[config.mk]
export PLATFORM = sky130hd
export DESIGN_NAME = symbol_histogram
export DESIGN_NICKNAME = d
export VERILOG_FILES = /design/src/rtl/symbol_histogram.sv
export SDC_FILE = /design/constraint.sdc
export NUM_CORES = 1
export LEC_CHECK = 0
export BUFFER_PORTS_ARGS = -buffer_cell sky130_fd_sc_hd__buf_2
export CAP_MARGIN = 0
export CORE_MARGIN = 4
export CORE_UTILIZATION = 50
export DETAILED_ROUTE_END_ITERATION = 10
export GPL_ROUTABILITY_DRIVEN = 0
export PLACE_DENSITY = 0.77
export SLEW_MARGIN = 25
export SYNTH_ARGS = -nofsm -noshare
export SYNTH_HDL_FRONTEND = slang
export SYNTH_SLANG_ARGS = --single-unit
[constraint.sdc]
create_clock -name clk -period 2.6 [get_ports clk]
set_input_delay 0.65 -clock clk [delete_from_list [all_inputs] [get_ports clk]]
set_output_delay 0.65 -clock clk [all_outputs]
set_load 0.02 [all_outputs]
[src/rtl/symbol_histogram.sv]
// symbol_histogram
// Per-symbol occurrence counter for one frame of the gray-level stream.
// A frame ends on an accepted gray_last or, if GAP_CYC > 0, after GAP_CYC
// idle cycles. The finished histogram is then held on cnt_bus/cnt_sat/
// cnt_total with cnt_valid high until the downstream stage takes it.
module symbol_histogram #(
    parameter int DATA_W    = 8,
    parameter int SYM_W     = 3,
    parameter int FIRST_SYM = 1,
    parameter int NUM_SYM   = 6,
    parameter int CNT_W     = 8,
    parameter int TOT_W     = 16,
    parameter int GAP_CYC   = 1
) (
    input  logic                       clk,
    input  logic                       reset,
    input  logic                       clear,
    input  logic [DATA_W-1:0]          gray_data,
    input  logic                       gray_valid,
    input  logic                       gray_last,
    output logic                       gray_ready,
    output logic                       cnt_valid,
    input  logic                       cnt_ready,
    output logic [NUM_SYM*CNT_W-1:0]   cnt_bus,
    output logic [NUM_SYM-1:0]         cnt_sat,
    output logic [TOT_W-1:0]           cnt_total
);

    // Gap counter only needs to reach GAP_CYC-1 before the frame closes.
    localparam int GAP_W = (GAP_CYC > 1) ? $clog2(GAP_CYC + 1) : 1;
    localparam logic [GAP_W-1:0] GAP_LAST = GAP_W'(GAP_CYC - 1);
    localparam logic [CNT_W-1:0] CNT_MAX  = '1;
    localparam logic [TOT_W-1:0] TOT_MAX  = '1;

    typedef enum logic [1:0] {
        S_IDLE,
        S_ACC,
        S_DONE
    } state_t;

    state_t              r_state;
    state_t              w_state_next;
    logic [GAP_W-1:0]    r_gap;
    logic [GAP_W-1:0]    w_gap_next;
    logic                r_valid;
    logic [TOT_W-1:0]    r_total;
    logic                w_take;
    logic                w_handshake;
    logic                w_zero;
    logic [SYM_W-1:0]    w_sym;
    logic                w_unused_data;

    // Input is only stalled while a finished histogram is waiting.
    assign gray_ready  = (r_state != S_DONE);

    // A beat offered together with clear is dropped, never counted.
    assign w_take      = gray_valid & gray_ready & ~clear;
    assign w_handshake = r_valid & cnt_ready;
    assign w_zero      = clear | w_handshake;
    assign w_sym       = gray_data[SYM_W-1:0];

    // Upper data bits carry no symbol information.
    assign w_unused_data = |(gray_data >> SYM_W);

    assign cnt_valid = r_valid;
    assign cnt_total = r_total;

    // State and gap counter registers.
    always_ff @(posedge clk or posedge reset) begin
        if (reset) begin
            r_state <= S_IDLE;
            r_gap   <= '0;
        end else begin
            r_state <= w_state_next;
            r_gap   <= w_gap_next;
        end
    end

    // Next-state logic: frame start, end by gray_last or idle gap, release on handshake.
    always_comb begin
        w_state_next = r_state;
        w_gap_next   = r_gap;
        if (clear) begin
            w_state_next = S_IDLE;
            w_gap_next   = '0;
        end else begin
            case (r_state)
                S_IDLE: begin
                    if (w_take) begin
                        w_gap_next   = '0;
                        w_state_next = gray_last ? S_DONE : S_ACC;
                    end
                end
                S_ACC: begin
                    if (w_take) begin
                        w_gap_next = '0;
                        if (gray_last) begin
                            w_state_next = S_DONE;
                        end
                    end else if (GAP_CYC > 0) begin
                        if (r_gap == GAP_LAST) begin
                            w_state_next = S_DONE;
                            w_gap_next   = '0;
                        end else begin
                            w_gap_next = r_gap + 1'b1;
                        end
                    end
                end
                S_DONE: begin
                    if (w_handshake) begin
                        w_state_next = S_IDLE;
                    end
                end
                default: begin
                    w_state_next = S_IDLE;
                    w_gap_next   = '0;
                end
            endcase
        end
    end

    // cnt_valid is registered alongside the state so it is glitch-free.
    always_ff @(posedge clk or posedge reset) begin
        if (reset) begin
            r_valid <= 1'b0;
        end else begin
            r_valid <= (w_state_next == S_DONE);
        end
    end

    // Total of all accepted beats, including out-of-range codes; saturates silently.
    always_ff @(posedge clk or posedge reset) begin
        if (reset) begin
            r_total <= '0;
        end else if (w_zero) begin
            r_total <= '0;
        end else if (w_take && (r_total != TOT_MAX)) begin
            r_total <= r_total + 1'b1;
        end
    end

    genvar gi;
    generate
        for (gi = 0; gi < NUM_SYM; gi++) begin : g_sym
            localparam logic [SYM_W-1:0] LP_CODE = SYM_W'(FIRST_SYM + gi);

            logic             w_hit;
            logic [CNT_W-1:0] r_cnt;
            logic             r_sat;

            assign w_hit = w_take && (w_sym == LP_CODE);

            // Per-symbol counter: holds at full scale and latches a sticky overflow flag.
            always_ff @(posedge clk or posedge reset) begin
                if (reset) begin
                    r_cnt <= '0;
                    r_sat <= 1'b0;
                end else if (w_zero) begin
                    r_cnt <= '0;
                    r_sat <= 1'b0;
                end else if (w_hit) begin
                    if (r_cnt == CNT_MAX) begin
                        r_sat <= 1'b1;
                    end else begin
                        r_cnt <= r_cnt + 1'b1;
                    end
                end
            end

            assign cnt_bus[gi*CNT_W +: CNT_W] = r_cnt;
            assign cnt_sat[gi]                = r_sat;
        end
    endgenerate

endmodule

# [Word-level counts from Yosys, hierarchy flattened]
# Cells that the tools add are included.
# Widths: inputs -> output; s select.
[totals] regBits=74 latch_bits=0 ram_bits=0 rom_bits=0 wordCells=139 memories=0
[classes] addsub=8 mul=0 n_div=0 n_lt_le_gt_ge=0 eq_ne=25 n_shift=0 n_mux=51 bitwise=5 reduce_logical=34
[op_table] cell="$mux 8" n=18
[op_table] cell="$add 8x1->8 const B" n=6
[op_table] cell="$eq 8x8->1 const B" n=6
[op_table] cell="$mux 16" n=2
[op_table] cell="$reduce_and 2->1" n=13
[op_table] cell="$reduce_bool 2->1" n=13
[op_table] cell="$mux 1" n=22
[op_table] cell="$add 16x1->16 const B" n=1
[op_table] cell="$ne 16x16->1 const B" n=1
[op_table] cell="$ne 2x2->1 const B" n=8
[op_table] cell="$mux 2" n=7
[op_table] cell="$eq 3x3->1 const B" n=3
[op_table] cell="$logic_and 1x1->1" n=7
[op_table] cell="$eq 3x2->1 const B" n=2
[op_table] cell="$pmux 2 s3" n=1
[op_table] cell="$eq 2x2->1 const B" n=2
[op_table] cell="$and 1x1->1" n=3
[op_table] cell="$eq 3x1->1 const B" n=1
[op_table] cell="$ne 3x3->1 const B" n=1
[op_table] cell="$pmux 1 s3" n=1
[op_table] cell="$eq 2x1->1 const B" n=1
[op_table] cell="$logic_not 2->1" n=1
[op_table] cell="$add 1x1->1 const B" n=1
[op_table] cell="$not 1->1" n=1
[op_table] cell="$or 1x1->1" n=1

# [Depth between registers and ports, before layout]
# Gate-level depths: netlist (run 1).
[logic_depth] word_depth=7 mapped_depth=7

# [Worst setup path before layout (run 1)]
# OpenSTA, ideal clock, no wires.
[synth_timing] kind="register to register" from="register g_sym[5].r_cnt[0]" to="register g_sym[5].r_cnt[3]" setup_time_ns=0.078 arrival_ns=1.899 required_time_ns=2.522 slack_ns=0.623 stages_incl_launch_ff=8 path_buffers=2 period_less_slack_ns=1.977 cell_sequence="dfrtp_1 -> ha_1 -> and3_1 -> buf_6 -> and3_4 -> buf_6 -> or4_1 -> a21oi_1"
[synth_via] elab_chain_len=4
[synth_rtl] element="start, declared" line="148" source="logic [CNT_W-1:0] r_cnt;"
[synth_rtl] element="start signal, assigned" line="165" source="r_cnt <= r_cnt + 1'b1;"
[synth_rtl] element="$add 8x1->8" line="165"
[synth_rtl] element="$mux 8" line="162" source="if (r_cnt == CNT_MAX) begin"
[synth_rtl] element="$mux 8" line="161" source="end else if (w_hit) begin"
[synth_rtl] element="$mux 8" line="158" source="end else if (w_zero) begin"
# Several ways; a longest one is shown, not always the timed one. The select of a mux whose other input is x is not followed.
# A chain may end at the register's enable or synchronous reset.

# [Worst setup path after layout (run 1)]
[layout_timing] from="register r_state[1]" to="output gray_ready"
[layout_via] elab_chain_len=1
[layout_rtl] element="start, declared" line="41" source="state_t r_state;"
[layout_rtl] element="start signal, assigned" line="74" source="r_state <= w_state_next;"
[layout_rtl] element="$ne 2x2->1" line="54" source="assign gray_ready = (r_state != S_DONE);"
[layout_rtl] element="end, declared" line="21" source="output logic gray_ready,"
# No other way between the ends.

==> flow_metrics.env, run 1 <==
export IMPL_reg2regPathDepth=5
export IMPL_area_overhead_vs_synth_pct=15.9
export IMPL_p_clk_share_pct=36.9
export IMPL_clock_insertion_delay_worst_skew_ns=0.35
export IMPL_critical_path_class="flop to primary output"
export IMPL_clock_sinks=73
export IMPL_switching_share_pct=27.6
export IMPL_kind_of_capture_point_of_the_worst_setup_path="primary output"
export IMPL_status="complete, no violations"
export IMPL_p_total_mw=2.34
export IMPL_final_max_slew_viol_count=0
export IMPL_tritoncts="built"
export IMPL_synth_mux_area_share_pct=3.37
export IMPL_drv_cap=0
export IMPL_detailedRoute_firstIterationViolations=241
export IMPL_finalHoldViolCount=0
export IMPL_num_vias=3847
export IMPL_yosysSeqAreaShare_pct=44.0
export IMPL_cts_hold_repair_buffers=0
export IMPL_clkSlewWorstSetupHoldPaths_ns=0.08
export IMPL_globalRouteOverflowTotal=0
export IMPL_fp_dieH_um=99.1
export IMPL_synth_edf_count=0
export IMPL_async_flop_share_pct=100
export IMPL_final_core_util_pct=61.0
export IMPL_path_max_fanout=18
export IMPL_vdd_ir_drop_max_v=0.000249
export IMPL_finalWorstPathRequiredPeriod_ns=2.08
export IMPL_leakagePower_nw=2.06
export IMPL_hold_slack_ns=0.355
export IMPL_cts_setup_buffers=0
export IMPL_place_port_buffers=80
export IMPL_synth_compound_area_share_pct=19.5
export IMPL_timing_critical_path_required_ns=1.95
export IMPL_netlist_area_um2=4150
export IMPL_power_switching_mw=0.645
export IMPL_power_frac_comb_pct=12.1
export IMPL_layoutNonFillerInstCount=622
export IMPL_layout_cell_area_non_filler_um2=4810
export IMPL_synth_seq_cells=73
export IMPL_synth_lib_cells_used_distinct=49
export IMPL_wire_length_per_cell_after_detailed_routing_um=16.2
export IMPL_design_die_area_um2=9830
export IMPL_fin_ws_ns=0.521
export IMPL_post_drt_via_cell_ratio=6.18
export IMPL_totalWireLength_mm=10.1
export IMPL_cp_data_arrival_time_ns=1.43
export IMPL_critical_path_startpoint_type="flop"
export IMPL_core_area_um2=7890
export IMPL_highest_clock_frequency_the_design_can_meet_ghz=0.481
export IMPL_arithmetic_cell_share_of_the_synthesized_area_counting_full_adders_half_adders_and_majority_gates_pct=2.11
export IMPL_track_usage_pct=20.6
export IMPL_worst_slew_margin_rel_pct=44.5
export IMPL_floorplan_rows=32
export IMPL_die_width_um=99.1
export IMPL_power_per_standard_cell_area_nw_per_um2=486
export IMPL_grt_setup_unrepaired="no"
export IMPL_antenna_found_initial=0
export IMPL_setup_tns_final_ns=0
export IMPL_worst_slew_pin_transition_ns=0.826
export IMPL_clock_tree_root_cell="clkbuf_8"
export IMPL_place_hpwl_mm=7.12
export IMPL_synth_top_family_by_area="simple AND/OR/NAND/NOR gates"
export IMPL_syn_area_per_cell_um2=9.44
export IMPL_holdCritPathClass="input pin to async pin"
export IMPL_place_ws_ns=0.347
export IMPL_setup_viol=0
export IMPL_synthesis_nets=461
export IMPL_drt_drc_violations_left=0
export IMPL_power_report_internal_total_mw=1.69
export IMPL_initial_utilization_pct=52.6
export IMPL_post_synth_inst_count=440
export IMPL_grt_max_degree=47
export IMPL_final_setup_skew_ns=0.0126
export IMPL_antenna_cells_inserted=0
export IMPL_cts_max_level=3
export IMPL_postSynth_topFlopCell="dfrtp_1"
export IMPL_length_of_the_first_detailed_routing_pass_in_iterations=4
export IMPL_tritoncts_buffer_count=9
export IMPL_synth_simple_gate_area_share_pct=26.2
export IMPL_postPlaceCellArea_um2=4630
export IMPL_grt_pass1_vias=3596
export IMPL_drive_gt1_share_pct=22.3
export IMPL_grt_pass1_wl_mm=17.0
export IMPL_seq_power_share_pct=50.9
export IMPL_cts_repair_resize_count=0
export IMPL_final_net_count=536
export IMPL_ant_nets=0
export IMPL_maximum_number_of_buffers_from_clock_root_to_sink=2
export IMPL_yosysWarnings=0
export IMPL_place_inst=606
export IMPL_period_utilization_pct=80.0
export IMPL_num_io_pins=86
export IMPL_synth_xor_area_share_pct=0
[cell families (layout without fill, tap and decap cells)]
family,after synthesis,after routing
DFF,73,73
muxes,14,14
buffers and inverters,39,119
and+or+nand+nor,187,187
AOI/OAI and AO/OA,120,120
adders and majority gates,7,7
[path summary, 6_finish.rpt]
check | startpoint | end | slack, ns
worst max-delay path | r_state[1]$_DFF_PP0_ | gray_ready | 0.52
worst min-delay path | reset | g_sym[2].r_cnt[6]$_DFFE_PP0P_ | 0.36
worst max register to register | cnt_total[0]$_DFFE_PP0P_ | cnt_total[5]$_DFFE_PP0P_ | 0.61
worst min register to register | g_sym[3].r_sat$_DFFE_PP0P_ | g_sym[3].r_sat$_DFFE_PP0P_ | 0.49
max in group asynchronous | reset | g_sym[4].r_cnt[7]$_DFFE_PP0P_ | 1.55
min in group clk | g_sym[3].r_sat$_DFFE_PP0P_ | g_sym[3].r_sat$_DFFE_PP0P_ | 0.49
[synthesized netlist by cell type (3+ instances only)]
cell type	number	area, um2
clkbuf_1	8	30.0
or3_1	8	50.1
nand3_1	37	185
buf_2	8	40.0
ha_1	7	87.6
nand2b_1	17	106
and4_1	3	26.3
nor4_1	10	62.6
nor2_1	10	37.5
o21a_1	15	113
nor3_1	8	40.0
o31ai_1	21	158
o311ai_0	6	52.6
mux2i_1	14	140
o21ai_0	10	50.1
dfrtp_1	73	1830
a21oi_1	38	190
nor3b_1	5	37.5
nand4_1	11	68.8
or4_1	27	203
buf_4	6	45.0
nand2_1	34	128
buf_6	3	33.8
a31oi_1	6	37.5
inv_1	11	41.3
o41ai_1	12	105
[sequential cells by signal (all words and copies together) (netlist names)]
signal / count
g_sym.r_sat: 6
r_state: 2
cnt_total: 16
g_sym.r_cnt: 48
cnt_valid: 1
[placed cells by master, fill, tap and decap left out, drive strengths merged, types with 4 or more instances in the layout]
master,netlist,final
a21oi,38,38
a31oi,6,6
and3,4,4
buf,18,90
clkbuf,8,10
clkinv,0,5
dfrtp,73,73
ha,7,7
inv,13,13
mux2i,14,14
nand2,34,34
nand2b,17,17
nand3,37,37
nand4,11,11
nor2,10,10
nor3,8,8
nor3b,5,5
nor4,11,11
o21a,15,15
o21ai,10,10
o311ai,6,6
o31ai,21,21
o41ai,12,12
or3,10,10
or4,27,27
[final cells by class]
cell class / instances / area [um2]
Multi-Input combinational cell: 328 / 2140
Sequential cell: 73 / 1830
Fill cell: 671 / 3070
Clock inverter: 6 / 58.8
Clock buffer: 10 / 128
Inverter: 13 / 48.8
Timing Repair Buffer: 90 / 488
Tap cell: 102 / 128
[routing by layer]
metal	share of wire, %	GRT usage (%)
met5	0	0
met4	1.3	6.83
met3	5.6	4.21
met2	49	34.5
met1	45	26.8
[critical path, cell delays in order, from the launching register on]
cell,delay (ns)
dfrtp_1,0.42
and2b_4,0.21
inv_2,0.23
buf_2,0.23
[power groups by stage]
stage | sequential [mW] | clock, mW | combinational [mW]
global placement | 1.21 | 0 | 0.279
CTS | 1.19 | 0.878 | 0.287
detailed placement | 1.21 | 0 | 0.286
global route | 1.20 | 0.928 | 0.315
floorplan | 1.24 | 0 | 0.168
finish | 1.19 | 0.863 | 0.284
(Power assumes the default switching activity.)
==> run 2: changes to the inputs <==
--- a/config.mk
+++ b/config.mk
@@ -5,13 +5,14 @@
 export SDC_FILE = /design/constraint.sdc
 export NUM_CORES = 1
 export LEC_CHECK = 0
+export ABC_AREA = 1
 export BUFFER_PORTS_ARGS = -buffer_cell sky130_fd_sc_hd__buf_2
 export CAP_MARGIN = 0
 export CORE_MARGIN = 4
-export CORE_UTILIZATION = 50
+export CORE_UTILIZATION = 56
 export DETAILED_ROUTE_END_ITERATION = 10
 export GPL_ROUTABILITY_DRIVEN = 0
-export PLACE_DENSITY = 0.77
+export PLACE_DENSITY = 0.81
 export SLEW_MARGIN = 25
 export SYNTH_ARGS = -nofsm -noshare
 export SYNTH_HDL_FRONTEND = slang
==> constraint.sdc (replaced) <==
create_clock -name clk -period 2 [get_ports clk]
set_input_delay 0.5 -clock clk [delete_from_list [all_inputs] [get_ports clk]]
set_output_delay 0.5 -clock clk [all_outputs]
set_load 0.02 [all_outputs]
==> run 2 against run 1 <==
Synthesized area grew 3.7%. Worst hold slack got worse by 0.092 ns. Die area decreased by 6.8%. Register-to-register slack got worse by 0.36 ns. Worst setup slack worse by 0.27 ns. Sequential cell count unchanged. Clock power increased by 74%. Global-route usage up 2.5 points. Routed wire length decreased by 0.64%. Critical path depth increased by 6. Critical path type is now flop to flop. Largest power group unchanged. Highest routed layer unchanged.
==> flow_metrics.env, run 2 <==
export IMPL_drive_gt1_share_pct=22.0
export IMPL_fp_dieH_um=95.7
export IMPL_final_max_slew_viol_count=0
export IMPL_tritoncts="built"
export IMPL_path_max_fanout=8
export IMPL_timing_critical_path_required_ns=2.28
export IMPL_clock_insertion_delay_worst_skew_ns=0.34
export IMPL_cts_hold_repair_buffers=0
export IMPL_track_usage_pct=23.1
export IMPL_highest_clock_frequency_the_design_can_meet_ghz=0.573
export IMPL_synth_lib_cells_used_distinct=32
export IMPL_mostFrequentLayoutCells="nand2_1 (175), buf_2 (80), dfrtp_1 (73), nor2_1 (65), nand3_1 (46)"
export IMPL_drv_cap=0
export IMPL_final_net_count=670
export IMPL_floorplan_rows=31
export IMPL_grt_most_used_layer="met2"
export IMPL_arithmetic_cell_share_of_the_synthesized_area_counting_full_adders_half_adders_and_majority_gates_pct=2.03
export IMPL_design_die_area_um2=9160
export IMPL_cts_repair_resize_count=0
export IMPL_synth_simple_gate_area_share_pct=36.0
export IMPL_post_synth_inst_count=567
export IMPL_regMostFlops="g_sym.r_cnt"
export IMPL_synth_mux_area_share_pct=0
export IMPL_worst_slew_pin_transition_ns=0.428
export IMPL_drt_drc_violations_left=0
export IMPL_synthDominantCellAreaShare_pct=42.4
export IMPL_globalRouteOverflowTotal=0
export IMPL_detailedRoute_firstIterationViolations=176
export IMPL_critical_path_startpoint_type="flop"
export IMPL_syn_area_per_cell_um2=7.60
export IMPL_place_hpwl_mm=6.95
export IMPL_grtUsageMet3_pct=3.91
export IMPL_synth_compound_area_share_pct=7.17
export IMPL_clock_tree_root_cell="clkbuf_8"
export IMPL_totalWireLength_mm=10.0
export IMPL_cp_data_arrival_time_ns=2.03
export IMPL_initial_utilization_pct=58.5
export IMPL_post_drt_via_cell_ratio=5.36
export IMPL_wire_length_per_cell_after_detailed_routing_um=13.3
export IMPL_core_area_um2=7370
export IMPL_synth_edf_count=0
export IMPL_synthTopCellsByArea="dfrtp_1 (42%), nand2_1 (15%), nor2_1 (5.7%), nand3_1 (5.3%), xor2_1 (5.1%)"
export IMPL_finalHoldViolCount=0
export IMPL_leakagePower_nw=2.67
export IMPL_critical_path_class="flop to flop"
export IMPL_grt_max_degree=74
export IMPL_status="complete, no violations"
export IMPL_place_port_buffers=80
export IMPL_setup_viol=0
export IMPL_synthesis_nets=588
export IMPL_final_setup_skew_ns=0.00949
export IMPL_setup_tns_final_ns=0
export IMPL_netlist_area_um2=4310
export IMPL_holdCritPathClass="input pin to async pin"
export IMPL_grt_pass1_vias=3729
export IMPL_synth_most_common_cell="nand2_1"
export IMPL_yosysSeqAreaShare_pct=42.4
export IMPL_p_total_mw=3.63
export IMPL_synth_xor_area_share_pct=5.49
export IMPL_clock_sinks=73
export IMPL_clkSlewWorstSetupHoldPaths_ns=0.08
export IMPL_maximum_number_of_buffers_from_clock_root_to_sink=2
export IMPL_vdd_ir_drop_max_v=0.000453
export IMPL_synth_seq_cells=73
export IMPL_ys_top_cells_by_count="nand2_1 (175), dfrtp_1 (73), nor2_1 (65), nand3_1 (46), inv_1 (37)"
export IMPL_antenna_cells_inserted=0
export IMPL_ant_nets=0
export IMPL_power_per_standard_cell_area_nw_per_um2=716
export IMPL_worst_slew_margin_rel_pct=71.3
export IMPL_postSynth_topFlopCell="dfrtp_1"
export IMPL_tritoncts_buffer_count=9
export IMPL_num_io_pins=86
export IMPL_length_of_the_first_detailed_routing_pass_in_iterations=5
export IMPL_ff2ff_setup_slack_ns=0.25
export IMPL_hold_slack_ns=0.263
export IMPL_finalWorstPathRequiredPeriod_ns=1.75
export IMPL_global_route_usage_met2_pct=38.4
export IMPL_area_overhead_vs_synth_pct=17.7
export IMPL_async_flop_share_pct=100
export IMPL_period_utilization_pct=87.3
export IMPL_num_vias=4035
export IMPL_grtUsageMet1_pct=30.6
export IMPL_final_common_cell="nand2_1"
export IMPL_synth_top_family_by_area="simple AND/OR/NAND/NOR gates"
export IMPL_grt_pass1_wl_mm=17.0
export IMPL_kind_of_capture_point_of_the_worst_setup_path="flop"
export IMPL_yosysWarnings=0
export IMPL_cts_max_level=3
export IMPL_cts_setup_buffers=0
export IMPL_largest_reg_flops=48
export IMPL_antenna_found_initial=0
export IMPL_grt_setup_unrepaired="no"
export IMPL_die_width_um=95.7
export IMPL_netlist_top_cell_by_area="dfrtp_1"
## run 2: cell count changes in the layout (fill, tap and decap cells not counted), moves of 12 or more
cell      delta
o21a_1      -15
or4_1       -27
o41ai_1     -12
a21oi_1     -31
nand4_1     +12
mux2i_1     -14
o21ai_0     +25
nor2_1      +55
inv_1       +26
o31ai_1     -21
nand2_2     +15
nand2_1    +141
nand2b_1    -17
xor2_1      +25
## run 2: kinds of logic (layout without fill, tap and decap cells)
logic type / Yosys count / count (layout)
AND/OR/NAND/NOR: 346 / 346
XOR/XNOR: 27 / 27
flip-flops: 73 / 73
adder cells (fa/ha/maj): 7 / 7
buffers and inverters: 60 / 147
AO/OA/AOI/OAI: 54 / 54
## run 2: worst paths after layout
path / cells after the start / startpoint / end
max in group asynchronous: 3 / reset / cnt_total[2]$_DFFE_PP0P_
min in group clk: 4 / gray_last / r_state[0]$_DFF_PP0_
worst max register to register: 9 / cnt_total[0]$_DFFE_PP0P_ / cnt_total[14]$_DFFE_PP0P_
worst min-delay path: 3 / reset / cnt_total[14]$_DFFE_PP0P_
worst max-delay path: 9 / cnt_total[0]$_DFFE_PP0P_ / cnt_total[14]$_DFFE_PP0P_
worst min register to register: 1 / r_state[1]$_DFF_PP0_ / r_state[0]$_DFF_PP0_
## run 2: metal layers
metal,wire [um],vias up
li1,-,1996
met1,4460,1921
met2,4910,108
met3,523,10
met4,106,0
met5,0,-
## run 2: cell type report
class | instances | area, um2
timing repair buffer | 92 | 515
clock inverter | 4 | 97.6
tap | 99 | 124
clock buffer | 12 | 165
multi-input combinational | 434 | 2180
inverter | 39 | 155
sequential | 73 | 1830
fill | 610 | 2300
## run 2: worst max-delay path: stages (launching register included)
cell and delay, ns:
dfrtp_1 0.44, ha_1 0.26, nand3_2 0.13, inv_2 0.07, nand2_4 0.10, nor2_8 0.05
nor2_4 0.23, buf_4 0.22, nand4_1 0.09, nand2_1 0.08
## run 2: per-stage QoR
stage               setup slack, ns  instance area, um2  utilization (%)  instances
floorplan                     0.363                4310                -        567
global placement              0.222                4810             65.2        737
detailed placement            0.176                4810             65.2        737
CTS                           0.257                5070             68.8        753
global route                 0.0900                5070             68.8        753
finish                        0.254                5070             68.8        753
## run 2: where the power goes
group	switching, mW	internal [mW]
registers	0.0761	1.54
clock network	0.571	0.932
logic	0.347	0.165
total	0.994	2.63
